**src/rtl/ieee_fp_pkg.sv**
```systemverilog
// Shared types and constants for the single-precision divider.
// FSM state encoding plus IEEE-754 field widths, bias and canonical quiet NaN.
package ieee_fp_pkg;

    typedef enum logic [1:0] {
        IDLE,
        DIV,
        NORM,
        DONE
    } state_t;

    localparam int          BIAS   = 127;
    localparam logic [31:0] QNAN   = 32'h7FC0_0000;
    localparam int          EXP_W  = 8;
    localparam int          FRAC_W = 23;

    function automatic logic [31:0] signed_inf(input logic sgn);
        return {sgn, {EXP_W{1'b1}}, {FRAC_W{1'b0}}};
    endfunction

    function automatic logic [31:0] signed_zero(input logic sgn);
        return {sgn, 31'd0};
    endfunction

endpackage

```
**src/rtl/restoring_div_step.sv**
```systemverilog
// One restoring radix-2 step: trial-subtract the divisor, keep the difference when non-negative.
// Purely combinational; the caller shifts the remainder.
module restoring_div_step #(
    parameter int W = 26
) (
    input  logic [W-1:0] remainder,
    input  logic [W-1:0] divisor,
    output logic [W-1:0] new_remainder,
    output logic         quotient_bit
);

    logic [W:0] diff;

    always_comb begin
        diff          = {1'b0, remainder} - {1'b0, divisor};
        quotient_bit  = ~diff[W];
        new_remainder = quotient_bit ? diff[W-1:0] : remainder;
    end

endmodule

```
**src/rtl/ieee_divider.sv**
```systemverilog
// Iterative IEEE-754 single-precision divider, truncating, denormals flushed to zero.
// Specials resolve at the accepting edge; normal operands take QBITS divide cycles plus one normalise cycle.
module ieee_divider
    import ieee_fp_pkg::*;
#(
    parameter int QBITS = 25
) (
    input  logic        clk,
    input  logic        rst,
    input  logic [31:0] number1,
    input  logic [31:0] number2,
    input  logic        start,
    output logic [31:0] result,
    output logic        ready,
    output logic        busy
);

    localparam int RW = FRAC_W + 3;

    state_t             state, next_state;
    logic [4:0]         cnt;
    logic [QBITS-1:0]   quot;
    logic [RW-1:0]      rem;
    logic [RW-1:0]      dvsr;
    logic signed [9:0]  exp_q;
    logic               sign_q;

    logic [EXP_W-1:0]   a_exp, b_exp;
    logic [FRAC_W-1:0]  a_frac, b_frac;
    logic               a_zero, a_inf, a_nan, b_zero, b_inf, b_nan;
    logic               in_sign;
    logic               spec_hit;
    logic [31:0]        spec_res;

    logic [RW-1:0]      step_rem;
    logic               step_bit;

    logic [QBITS-1:0]   quot_norm;
    logic signed [9:0]  exp_norm;
    logic [31:0]        norm_res;

    assign a_exp   = number1[30:23];
    assign a_frac  = number1[22:0];
    assign b_exp   = number2[30:23];
    assign b_frac  = number2[22:0];
    assign in_sign = number1[31] ^ number2[31];

    // Exponent 0 covers both true zero and denormals, which are flushed.
    always_comb begin
        a_zero   = (a_exp == '0);
        b_zero   = (b_exp == '0);
        a_inf    = (a_exp == '1) && (a_frac == '0);
        b_inf    = (b_exp == '1) && (b_frac == '0);
        a_nan    = (a_exp == '1) && (a_frac != '0);
        b_nan    = (b_exp == '1) && (b_frac != '0);
        spec_hit = 1'b1;
        spec_res = QNAN;
        if (a_nan || b_nan || (a_zero && b_zero) || (a_inf && b_inf)) begin
            spec_res = QNAN;
        end else if (b_zero || a_inf) begin
            spec_res = signed_inf(in_sign);
        end else if (a_zero || b_inf) begin
            spec_res = signed_zero(in_sign);
        end else begin
            spec_hit = 1'b0;
        end
    end

    restoring_div_step #(.W(RW)) u_step (
        .remainder     (rem),
        .divisor       (dvsr),
        .new_remainder (step_rem),
        .quotient_bit  (step_bit)
    );

    // Quotient lies in (0.5, 2): at most one left shift brings the leading one to the MSB.
    always_comb begin
        quot_norm = quot;
        exp_norm  = exp_q;
        if (!quot[QBITS-1]) begin
            quot_norm = quot << 1;
            exp_norm  = exp_q - 10'sd1;
        end
        if (exp_norm >= 10'sd255) begin
            norm_res = signed_inf(sign_q);
        end else if (exp_norm <= 10'sd0) begin
            norm_res = signed_zero(sign_q);
        end else begin
            norm_res = {sign_q, exp_norm[EXP_W-1:0], quot_norm[QBITS-2 -: FRAC_W]};
        end
    end

    always_comb begin
        next_state = state;
        case (state)
            IDLE: if (start) next_state = spec_hit ? DONE : DIV;
            DIV:  if (cnt == 5'(QBITS - 1)) next_state = NORM;
            NORM: next_state = DONE;
            DONE: next_state = IDLE;
            default: next_state = IDLE;
        endcase
    end

    always_ff @(posedge clk) begin
        if (rst) begin
            state  <= IDLE;
            result <= '0;
            cnt    <= '0;
            quot   <= '0;
            rem    <= '0;
            dvsr   <= '0;
            exp_q  <= '0;
            sign_q <= 1'b0;
        end else begin
            state <= next_state;
            case (state)
                IDLE: begin
                    if (start) begin
                        sign_q <= in_sign;
                        exp_q  <= $signed({2'b00, a_exp}) - $signed({2'b00, b_exp})
                                  + $signed(10'(BIAS));
                        rem    <= {2'b00, 1'b1, a_frac};
                        dvsr   <= {2'b00, 1'b1, b_frac};
                        quot   <= '0;
                        cnt    <= '0;
                        if (spec_hit) result <= spec_res;
                    end
                end
                DIV: begin
                    rem  <= step_rem << 1;
                    quot <= {quot[QBITS-2:0], step_bit};
                    cnt  <= (cnt == 5'(QBITS - 1)) ? 5'd0 : cnt + 5'd1;
                end
                NORM: begin
                    quot   <= quot_norm;
                    exp_q  <= exp_norm;
                    result <= norm_res;
                end
                default: ;
            endcase
        end
    end

    assign ready = (state == DONE);
    assign busy  = (state != IDLE);

endmodule

```
**config.mk**
```make
export PLATFORM = sky130hd
export DESIGN_NAME = ieee_divider
export DESIGN_NICKNAME = d
export VERILOG_FILES = /design/src/rtl/ieee_fp_pkg.sv /design/src/rtl/restoring_div_step.sv /design/src/rtl/ieee_divider.sv
export SDC_FILE = /design/constraint.sdc
export NUM_CORES = 1
export LEC_CHECK = 0
export ABC_AREA = 1
export BUFFER_PORTS_ARGS = -buffer_cell sky130_fd_sc_hd__buf_2
export CORE_MARGIN = 1.5
export CORE_UTILIZATION = 54
export DETAILED_ROUTE_END_ITERATION = 8
export PLACE_DENSITY = 0.88
export SLEW_MARGIN = 20
export SYNTH_ARGS = -nofsm -noshare
export SYNTH_HDL_FRONTEND = slang
export SYNTH_SLANG_ARGS = --single-unit
```
**constraint.sdc**
```tcl
create_clock -name clk -period 2.25 [get_ports clk]
set_clock_uncertainty 0.1 [all_clocks]
set_input_delay 0.1125 -clock clk [delete_from_list [all_inputs] [get_ports clk]]
set_output_delay 0.1125 -clock clk [all_outputs]
set_load 0.05 [all_outputs]
```
==> impl_metrics.env, run 1 <==
export IMPL_worstSetupPathType="reg2reg"
export IMPL_vias=10500
export IMPL_crit_cells=16
export IMPL_regToRegEndpoint="result[25]$_SDFFE_PP0P_"
export IMPL_cp_cell_sequence="inv_2 > ha_2 > inv_2 > nor2_4 > nand2_4 > nor2_4 > nand2_1 > nand2_2 > nand2_1 > nor2_1 > nand2_1 > nand2_4 > nand2_8 > nand2_1 > nand2_4 > a21oi_1"
export IMPL_row_count=46
export IMPL_fmax_mhz=431
export IMPL_dr_pass1_iters=8
export IMPL_max_vdd_ir_drop_uv=721
export IMPL_reg2reg_from="exp_q[0]$_SDFFE_PP0P_"
export IMPL_relSlewSlack_pct=69.5
export IMPL_netlist_instances=1399
export IMPL_violations="setup timing"
export IMPL_grt_pass1_wl_um=42300
export IMPL_drive_gt1_share_pct=22.1
export IMPL_antenna_left=0
export IMPL_overflow=0
export IMPL_nets=1675
export IMPL_finalWirelength_um=29800
export IMPL_final_hold_violation_count=0
export IMPL_synth_seq_cells=125
export IMPL_r2r_slack_ns=-0.07
export IMPL_finalMaxSlewViolations=0
export IMPL_seq_power_share_pct=22.9
export IMPL_p_per_area_nw_per_um2=1020
export IMPL_crit_path_frequent_cell="nand2_1"
export IMPL_gp_congestion=0.943
export IMPL_cts_buffer_depth=2
export IMPL_swShare_pct=44.6
export IMPL_seqCellArea_um2=2510
export IMPL_diodes=0
export IMPL_crit_required_ns=2.51
export IMPL_setup_tns_ns=-0.858
export IMPL_fin_util_pct=72.1
export IMPL_period_needed_ns=2.32
export IMPL_grt_pass1_vias=9197
export IMPL_power_mw=11.6
export IMPL_rsz0062_at_grt="yes"
export IMPL_cts_sinks=125
export IMPL_seq_area_frac_synth_pct=28.7
export IMPL_startpoint_type="flop"
export IMPL_finalSetupViolCount=28
export IMPL_drcViolationCount=0
export IMPL_grt_max_degree=67
export IMPL_arrival_ns=2.58
export IMPL_syn_num_nets=1508
export IMPL_critPathTopFamily="simple AND/OR/NAND/NOR gates"
export IMPL_htreeDepth=4
export IMPL_power_leakage_nw=5.19
export IMPL_multi_input_area_um2=5800
export IMPL_path_max_fanout=6
export IMPL_wire_per_inst_um=16.6
export IMPL_slowest_stage="dfxtp_2"
export IMPL_worstHoldStart="rst"
export IMPL_final_period_utilization_pct=103
export IMPL_holdPathEnd="result[14]$_SDFFE_PP0P_"
export IMPL_reg2reg_depth=16
export IMPL_area_delta_synth_final_pct=30.9
export IMPL_fin_hold_ws_ns=0.0317
export IMPL_drtIter0Drc=1145
export IMPL_pre_cts_slack_ns=-0.140
export IMPL_intPower_mw=6.42
export IMPL_clock_power_share_pct=24.5
export IMPL_antenna_found_initial=0
export IMPL_cts_inserted_buffers=17
export IMPL_cts_root_buf="clkbuf_16"
export IMPL_path_clk_slew_ns=0.06
export IMPL_die_w_um=130
export IMPL_max_cap_violations=0
export IMPL_synth_area_um2=8720
export IMPL_setup_slack_ns=-0.0723
export IMPL_critPathMaxStageDelay_ns=0.35
export IMPL_track_usage_pct=31.2
export IMPL_start_util_pct=55.1
export IMPL_core_um2=15800
export IMPL_hold_class="in2reg"
export IMPL_die_area_um2=16900
export IMPL_vias_per_cell=5.85
export IMPL_pwr_share_comb_pct=52.6
export IMPL_die_h_um=130
export IMPL_cts_tree="done"
export IMPL_cp_end_kind="flop"
export IMPL_switchingPower_mw=5.18
export IMPL_n_fill_cell=1137
export IMPL_numPortBuffers=100
export IMPL_avgSynthCellArea_um2=6.23
export IMPL_io_pins=101
export IMPL_worst_slew_pin_slew_ns=0.457
export IMPL_synth_cell_type_count=40
export IMPL_worstSkewPairLatency_ns=0.43
export IMPL_place_hpwl_um=17700
export IMPL_min_path_cells=4
export IMPL_path_buf_inv=2
export IMPL_ys_warn_count=0
export IMPL_status="finished, violations left"
[power groups by stage]
stage	logic (mW)	clock network (mW)	registers, mW
after floorplan	3.30	0	2.74
after global placement	4.52	0	2.64
after detailed placement	4.60	0	2.65
after CTS	4.79	2.83	2.61
after global routing	6.53	2.97	2.68
final	6.10	2.84	2.66
[metrics by stage]
step                      cell area [um^2]  std cells
final                                11400       1794
after global routing                 11400       1794
after CTS                            10700       1773
after detailed placement              9570       1695
after global placement                9570       1695
after floorplan                       8720       1399
[repair_timing]
action	in CTS	in global routing
gates resized for setup	9	135
hold buffers	47	0
pin swaps	2	40
setup endpoints to repair	26	79
setup buffers	0	14
cloned	0	7
endpoints found under the hold margin	46	0
[synthesized netlist by cell type (all sizes together)]
cell type    n  area [um^2]
xor2         6         67.6
inv        179          672
xnor2       16          140
a22oi        1         7.51
dfxtp      125         2500
nand4       21          131
fa           2         40.0
a31oi        2         12.5
a21oi      189          957
clkinv       1         8.76
o21ai      158          795
or2         10         62.6
a221oi       3         26.3
nand3b      10         75.1
a211oi       2         15.0
buf         22          145
ha          40          500
and2         3         18.8
clkbuf      41          154
nor2       155          657
o21a         2         15.0
nor3         9         45.0
nand3       78          400
nand2      320         1240
o21bai       3         22.5
and3         1         6.26
[flip-flops by register name, summed over array words and instances, names as in the netlist]
name,cells
rem,26
result,32
cnt,5
exp_q,10
quot,25
state,2
sign_q,1
dvsr,24
[worst max-delay path by stage]
stage                               start                       to  slack (ns)
floorplan             rem[0]$_SDFFE_PP0P_     rem[21]$_SDFFE_PP0P_       0.005
global placement      rem[0]$_SDFFE_PP0P_     rem[23]$_SDFFE_PP0P_       -0.06
detailed placement    rem[0]$_SDFFE_PP0P_     rem[21]$_SDFFE_PP0P_       -0.14
CTS                 exp_q[0]$_SDFFE_PP0P_   result[6]$_SDFFE_PP0P_       0.001
global route          rem[0]$_SDFFE_PP0P_     rem[18]$_SDFFE_PP0P_       -0.15
finish              exp_q[0]$_SDFFE_PP0P_  result[25]$_SDFFE_PP0P_       -0.07
[kinds of logic after synthesis]
| group | after synthesis | share of synthesized area [%] |
|---|---|---|
| adders and majority gates | 42 | 6.20 |
| and+or+nand+nor | 607 | 30.3 |
| buffers and inverters | 243 | 11.2 |
| DFF | 125 | 28.7 |
| AOI/OAI and AO/OA | 360 | 21.2 |
| xor gates and xnor gates | 22 | 2.38 |
[worst register-to-register path: cells and delay by family, from the launching register on]
kind,cells,cell delay [ns]
simple gates,12,1.38
flops,1,0.35
buf+inv,2,0.10
fa+ha+maj,1,0.16
compound gates,1,0.15
[area by class of cell]
type                       count  area share [%]
clock buffer                  18            3.85
clock inverter                13            1.37
inverter                     180            6.07
multi-input combinational   1035            50.8
sequential                   125            22.0
tap                          216            2.37
timing repair buffer         206            13.5
timing repair inverter         1          0.0658
[routing by layer]
layer / part of all wire [%] / track usage [%] / wire length, um
met1: 39 / 38.0 / 11700
met2: 46 / 51.6 / 13800
met3: 9.3 / 6.64 / 2780
met4: 5.1 / 16.9 / 1520
met5: 0 / 0 / 0
[cell usage in the layout (no fill, tap or decap), types with 20 or more instances in the layout]
cell	count
ha_1	26
dfxtp_1	118
nor2_2	25
inv_1	167
dlygate4sd3_1	47
o21ai_0	144
nand3_1	63
a21oi_2	26
buf_4	46
nand2_1	293
a21oi_1	160
nand2_2	20
buf_2	100
nand4_1	21
nor2_1	124
Note: power is estimated with default switching activity, not from simulation.
==> run 2, diff against run 1 <==
--- a/config.mk
+++ b/config.mk
@@ -11,6 +11,7 @@
 export CORE_UTILIZATION = 54
 export DETAILED_ROUTE_END_ITERATION = 8
 export PLACE_DENSITY = 0.88
+export RECOVER_POWER = 100
 export SLEW_MARGIN = 20
 export SYNTH_ARGS = -nofsm -noshare
 export SYNTH_HDL_FRONTEND = slang
==> impl_metrics.env, run 2 (synthesized netlist as in run 1, its figures left out) <==
export IMPL_status="finished, violations left"
export IMPL_violations="setup timing"
export IMPL_worstSetupPathType="reg2reg"
export IMPL_fmax_mhz=436
export IMPL_hold_class="in2reg"
export IMPL_final_period_utilization_pct=102
export IMPL_arrival_ns=2.56
export IMPL_nets=1675
export IMPL_stdcell_area_um2=11400
export IMPL_drcViolationCount=0
export IMPL_io_pins=101
export IMPL_power_leakage_nw=5.04
export IMPL_die_w_um=130
export IMPL_cts_buffer_depth=2
export IMPL_finalWirelength_um=29700
export IMPL_setup_slack_ns=-0.0441
export IMPL_vias=10500
export IMPL_path_clk_slew_ns=0.07
export IMPL_start_util_pct=55.1
export IMPL_antenna_left=0
export IMPL_worst_slew_pin_slew_ns=0.846
export IMPL_final_common_cell="nand2_1"
export IMPL_track_usage_pct=31.2
export IMPL_seqCellArea_um2=2510
export IMPL_slowest_stage="dfxtp_2"
export IMPL_htreeDepth=4
export IMPL_cts_sinks=125
export IMPL_row_count=46
export IMPL_cp_cell_sequence="inv_2 > ha_2 > inv_2 > nor2_4 > nand2_4 > nor2_4 > nand2_1 > nand2_2 > nand2_1 > nor2_1 > nand2_1 > nand2_4 > nand2_8 > nand2_1 > nand2_4 > a21oi_1"
export IMPL_period_needed_ns=2.29
export IMPL_die_area_um2=16900
export IMPL_final_cell_mix="nand2_1, inv_1, a21oi_1"
export IMPL_max_cap_violations=0
export IMPL_area_delta_synth_final_pct=30.4
export IMPL_place_hpwl_um=17700
export IMPL_grt_max_degree=67
export IMPL_core_um2=15800
export IMPL_top_regs="result (32), rem (26), quot (25)"
export IMPL_power_mw=11.6
export IMPL_diodes=0
export IMPL_fin_util_pct=71.8
export IMPL_dr_pass1_iters=7
export IMPL_largest_register_ffs=32
export IMPL_vias_per_cell=5.85
export IMPL_cts_tree="done"
export IMPL_finalMaxSlewViolations=0
export IMPL_multi_input_area_um2=5800
export IMPL_finalSetupViolCount=18
export IMPL_dp_cells=1695
export IMPL_numPortBuffers=100
export IMPL_crit_path_frequent_cell="nand2_1"
export IMPL_antenna_found_initial=0
export IMPL_final_cells=1794
export IMPL_cts_inserted_buffers=17
export IMPL_cp_end_kind="flop"
export IMPL_max_vdd_ir_drop_uv=726
export IMPL_rsz0062_at_grt="yes"
export IMPL_grt_pass1_vias=9197
export IMPL_worstSkewPairLatency_ns=0.43
export IMPL_n_fill_cell=1165
export IMPL_final_hold_violation_count=0
export IMPL_p_per_area_nw_per_um2=1020
export IMPL_postPlaceCellArea_um2=9570
export IMPL_relSlewSlack_pct=43.6
export IMPL_critPathMaxStageDelay_ns=0.35
export IMPL_crit_required_ns=2.52
export IMPL_startpoint_type="flop"
export IMPL_drtIter0Drc=1154
export IMPL_path_max_fanout=6
export IMPL_drive_gt1_share_pct=19.9
export IMPL_wire_per_inst_um=16.6
export IMPL_die_h_um=130
export IMPL_gp_congestion=0.943
export IMPL_cts_root_buf="clkbuf_16"
export IMPL_largest_register="result"
export IMPL_overflow=0
export IMPL_grt_pass1_wl_um=42300
run 2: area by class of cell:
class	instances	share of cell area (%)
repair buffers	206	13.1
inverters	180	6.10
clock buffers	18	3.86
multi-input cells	1035	51.0
flip-flops and latches	125	22.1
clock inverters	13	1.38
well taps	216	2.38
repair inverters	1	0.0661
run 2: repair_timing:
action	4_1_cts	5_1_grt
pin swaps	2	40
cloned	0	7
hold buffers	47	0
setup endpoints to repair	26	79
buffers inserted	0	14
gates resized for setup	9	135
hold endpoints to repair	46	0
run 2: power by group:
| part | internal [mW] | switching [mW] | leakage [nW] |
|---|---|---|---|
| Combinational | 2.25 | 3.81 | 3.72 |
| Sequential | 2.46 | 0.195 | 1.02 |
| Clock | 1.69 | 1.16 | 0.292 |
| Total | 6.40 | 5.17 | 5.04 |
run 2: per-layer routing:
metal  share of wire (%)  vias to the layer above  global-route usage, %
met5                   0                        -                      0
met4                 5.2                        0                   16.9
met3                 9.2                      164                   6.64
met2                  46                      642                   51.6
met1                  40                     4780                   38.0
li1                    -                     4900                      -
run 2: metrics by stage:
stage	hold slack (ns)	setup TNS (ns)	worst slack, ns
2_1_floorplan	0.178	0	0.00478
3_3_place_gp	0.306	-0.289	-0.0595
3_5_place_dp	0.316	-2.11	-0.140
4_1_cts	0.0109	0	0.00146
5_1_grt	0.0302	-5.42	-0.166
6_report	0.0229	-0.332	-0.0441
run 2: final timing paths:
kind | from | end | slack (ns) | cells after the start
worst max-delay path | exp_q[0]$_SDFFE_PP0P_ | result[25]$_SDFFE_PP0P_ | -0.04 | 16
worst min-delay path | rst | result[14]$_SDFFE_PP0P_ | 0.02 | 4
worst max register to register | exp_q[0]$_SDFFE_PP0P_ | result[25]$_SDFFE_PP0P_ | -0.04 | 16
worst min register to register | dvsr[23]$_SDFFE_PP0P_ | dvsr[23]$_SDFFE_PP0P_ | 0.36 | 2
run 2: critical path, delay by kind of cell (launching register included):
kind | cells | cell delay [ns]
AO/OA/AOI/OAI | 1 | 0.15
adder cells (fa/ha/maj) | 1 | 0.16
buffers and inverters | 2 | 0.10
flip-flops | 1 | 0.35
AND/OR/NAND/NOR | 12 | 1.37
==> run 3, diff against run 2 <==
--- a/config.mk
+++ b/config.mk
@@ -12,6 +12,7 @@
 export DETAILED_ROUTE_END_ITERATION = 8
 export PLACE_DENSITY = 0.88
 export RECOVER_POWER = 100
+export SETUP_SLACK_MARGIN = 0.15
 export SLEW_MARGIN = 20
 export SYNTH_ARGS = -nofsm -noshare
 export SYNTH_HDL_FRONTEND = slang
==> impl_metrics.env, run 3 (synthesized netlist as in run 1, its figures left out) <==
export IMPL_status="finished, violations left"
export IMPL_violations="DRC, setup timing"
export IMPL_antenna_left=0
export IMPL_final_common_cell="nand2_1"
export IMPL_worstSkewPairLatency_ns=0.45
export IMPL_die_w_um=130
export IMPL_fin_hold_ws_ns=0.0547
export IMPL_cts_buffer_depth=2
export IMPL_htreeDepth=4
export IMPL_io_pins=101
export IMPL_intPower_mw=6.81
export IMPL_seq_power_share_pct=20.9
export IMPL_fmax_mhz=413
export IMPL_max_cap_violations=0
export IMPL_cts_sinks=125
export IMPL_cp_end_kind="flop"
export IMPL_grt_pass1_vias=9775
export IMPL_vias=11400
export IMPL_setup_slack_ns=-0.172
export IMPL_final_period_utilization_pct=108
export IMPL_path_max_fanout=4
export IMPL_regToRegEndpoint="rem[10]$_SDFFE_PP0P_"
export IMPL_crit_required_ns=2.46
export IMPL_relSlewSlack_pct=55.4
export IMPL_reg2reg_from="dvsr[8]$_SDFFE_PP0P_"
export IMPL_largest_register="result"
export IMPL_place_hpwl_um=17900
export IMPL_path_clk_slew_ns=0.07
export IMPL_use_met1_pct=41.4
export IMPL_grt_util_met3_pct=8.24
export IMPL_hold_class="in2reg"
export IMPL_max_vdd_ir_drop_uv=716
export IMPL_worstSetupPathType="reg2reg"
export IMPL_die_area_um2=16900
export IMPL_final_cell_mix="nand2_1, inv_1, a21oi_1"
export IMPL_numPortBuffers=100
export IMPL_final_cells=1813
export IMPL_drive_gt1_share_pct=26.0
export IMPL_top_regs="result (32), rem (26), quot (25)"
export IMPL_dr_pass1_iters=9
export IMPL_gp_congestion=1.00
export IMPL_nets=1693
export IMPL_switchingPower_mw=5.97
export IMPL_clock_power_share_pct=22.1
export IMPL_p_per_area_nw_per_um2=1060
export IMPL_startpoint_type="flop"
export IMPL_pwr_share_comb_pct=57.0
export IMPL_finalSetupViolCount=47
export IMPL_period_needed_ns=2.42
export IMPL_grt_most_used_layer="met2"
export IMPL_row_count=46
export IMPL_dp_cells=1691
export IMPL_start_util_pct=55.1
export IMPL_cts_inserted_buffers=17
export IMPL_drcViolationCount=1
export IMPL_antenna_found_initial=0
export IMPL_cts_root_buf="clkbuf_16"
export IMPL_finalWirelength_um=35000
export IMPL_core_um2=15800
export IMPL_diodes=0
export IMPL_swShare_pct=46.7
export IMPL_track_usage_pct=35.1
export IMPL_drtIter0Drc=1658
export IMPL_area_delta_synth_final_pct=37.9
export IMPL_arrival_ns=2.63
export IMPL_rsz0062_at_grt="yes"
export IMPL_vias_per_cell=6.26
export IMPL_worst_slew_pin_slew_ns=0.671
export IMPL_r2r_slack_ns=-0.17
export IMPL_holdPathEnd="dvsr[17]$_SDFFE_PP0P_"
export IMPL_die_h_um=130
export IMPL_min_path_cells=3
export IMPL_overflow=0
export IMPL_worstHoldStart="number2[17]"
export IMPL_largest_register_ffs=32
export IMPL_use_met2_pct=58.9
export IMPL_reg2reg_depth=10
export IMPL_finalMaxSlewViolations=0
export IMPL_cts_tree="done"
export IMPL_wire_per_inst_um=19.3
export IMPL_power_leakage_nw=5.23
export IMPL_final_hold_violation_count=0
export IMPL_grt_max_degree=50
export IMPL_grt_pass1_wl_um=47000
[run 3: cell count changes in the layout (fill, tap and decap cells not counted), moves of 7 or more]
cell / change
nor2_2: -10
buf_4: +19
nand2_1: -48
nand2_2: +31
nor2_4: +18
nand3_1: -10
nand2_4: +11
nor2_1: -8
inv_1: -7
nand3_2: +9
[run 3: what timing repair did]
action,4_1_cts,5_1_grt
endpoints found under the setup margin,55,73
hold buffers,44,0
pin swaps,27,76
gates cloned,4,5
endpoints found under the hold margin,43,0
setup buffers,20,17
gates resized for setup,97,168
[run 3: through the flow]
| step | total power, mW | TNS, ns | cell area (um^2) | worst slack (ns) | util, % |
|---|---|---|---|---|---|
| global placement | 7.19 | 0 | 9580 | 0.0377 | 60.5 |
| global route | 13.2 | -7.05 | 12000 | -0.275 | 76.0 |
| finish | 12.8 | -2.48 | 12000 | -0.172 | 76.0 |
| floorplan | 6.09 | 0 | 8760 | 0.150 | - |
| detailed placement | 7.27 | -0.0104 | 9580 | -0.00926 | 60.5 |
| CTS | 11.1 | 0 | 11300 | 0.0980 | 71.2 |
[run 3: power groups by stage]
| stage | Clock, mW | Combinational (mW) | Sequential [mW] |
|---|---|---|---|
| 3_5_place_dp | 0 | 4.62 | 2.66 |
| 4_1_cts | 2.79 | 5.68 | 2.64 |
| 5_1_grt | 2.90 | 7.63 | 2.69 |
| 3_3_place_gp | 0 | 4.55 | 2.65 |
| 6_report | 2.82 | 7.28 | 2.67 |
| 2_1_floorplan | 0 | 3.35 | 2.74 |
[run 3: routing by layer]
| layer | part of all wire [%] | wire, um | up-vias |
|---|---|---|---|
| met3 | 11 | 3910 | 325 |
| li1 | - | - | 4932 |
| met1 | 35 | 12200 | 5136 |
| met4 | 8.1 | 2840 | 0 |
| met5 | 0 | 0 | - |
| met2 | 46 | 16000 | 958 |
[run 3: how the worst max path moves through the flow]
stage	slack, ns	from	depth (start not counted)	endpoint
after floorplan	0.15	rem[0]$_SDFFE_PP0P_	15	rem[14]$_SDFFE_PP0P_
after global placement	0.04	number1[23]	13	exp_q[7]$_SDFFE_PP0P_
after detailed placement	-0.009	dvsr[15]$_SDFFE_PP0P_	12	rem[6]$_SDFFE_PP0P_
after CTS	0.1	rem[0]$_SDFFE_PP0P_	14	rem[6]$_SDFFE_PP0P_
after global routing	-0.28	exp_q[0]$_SDFFE_PP0P_	11	result[22]$_SDFFE_PP0P_
final	-0.17	dvsr[8]$_SDFFE_PP0P_	10	rem[10]$_SDFFE_PP0P_
[run 3: cell type report]
type / count / area [um^2]
clock buffers: 19 / 453
multi-input cells: 1034 / 6240
fillers: 962 / 3800
repair buffers: 225 / 1700
well taps: 216 / 270
clock inverters: 13 / 138
repair inverters: 1 / 7.51
inverters: 180 / 703
flip-flops and latches: 125 / 2520
[run 3: critical path, stage by stage (launching register included)]
cell and delay [ns]:
dfxtp_1 0.32, inv_1 0.06, ha_1 0.34, a21oi_1 0.31, inv_1 0.10, nor2_1 0.29
nand2_1 0.18, xnor2_1 0.30, nand2_1 0.12, nand3_2 0.08, a21oi_1 0.08
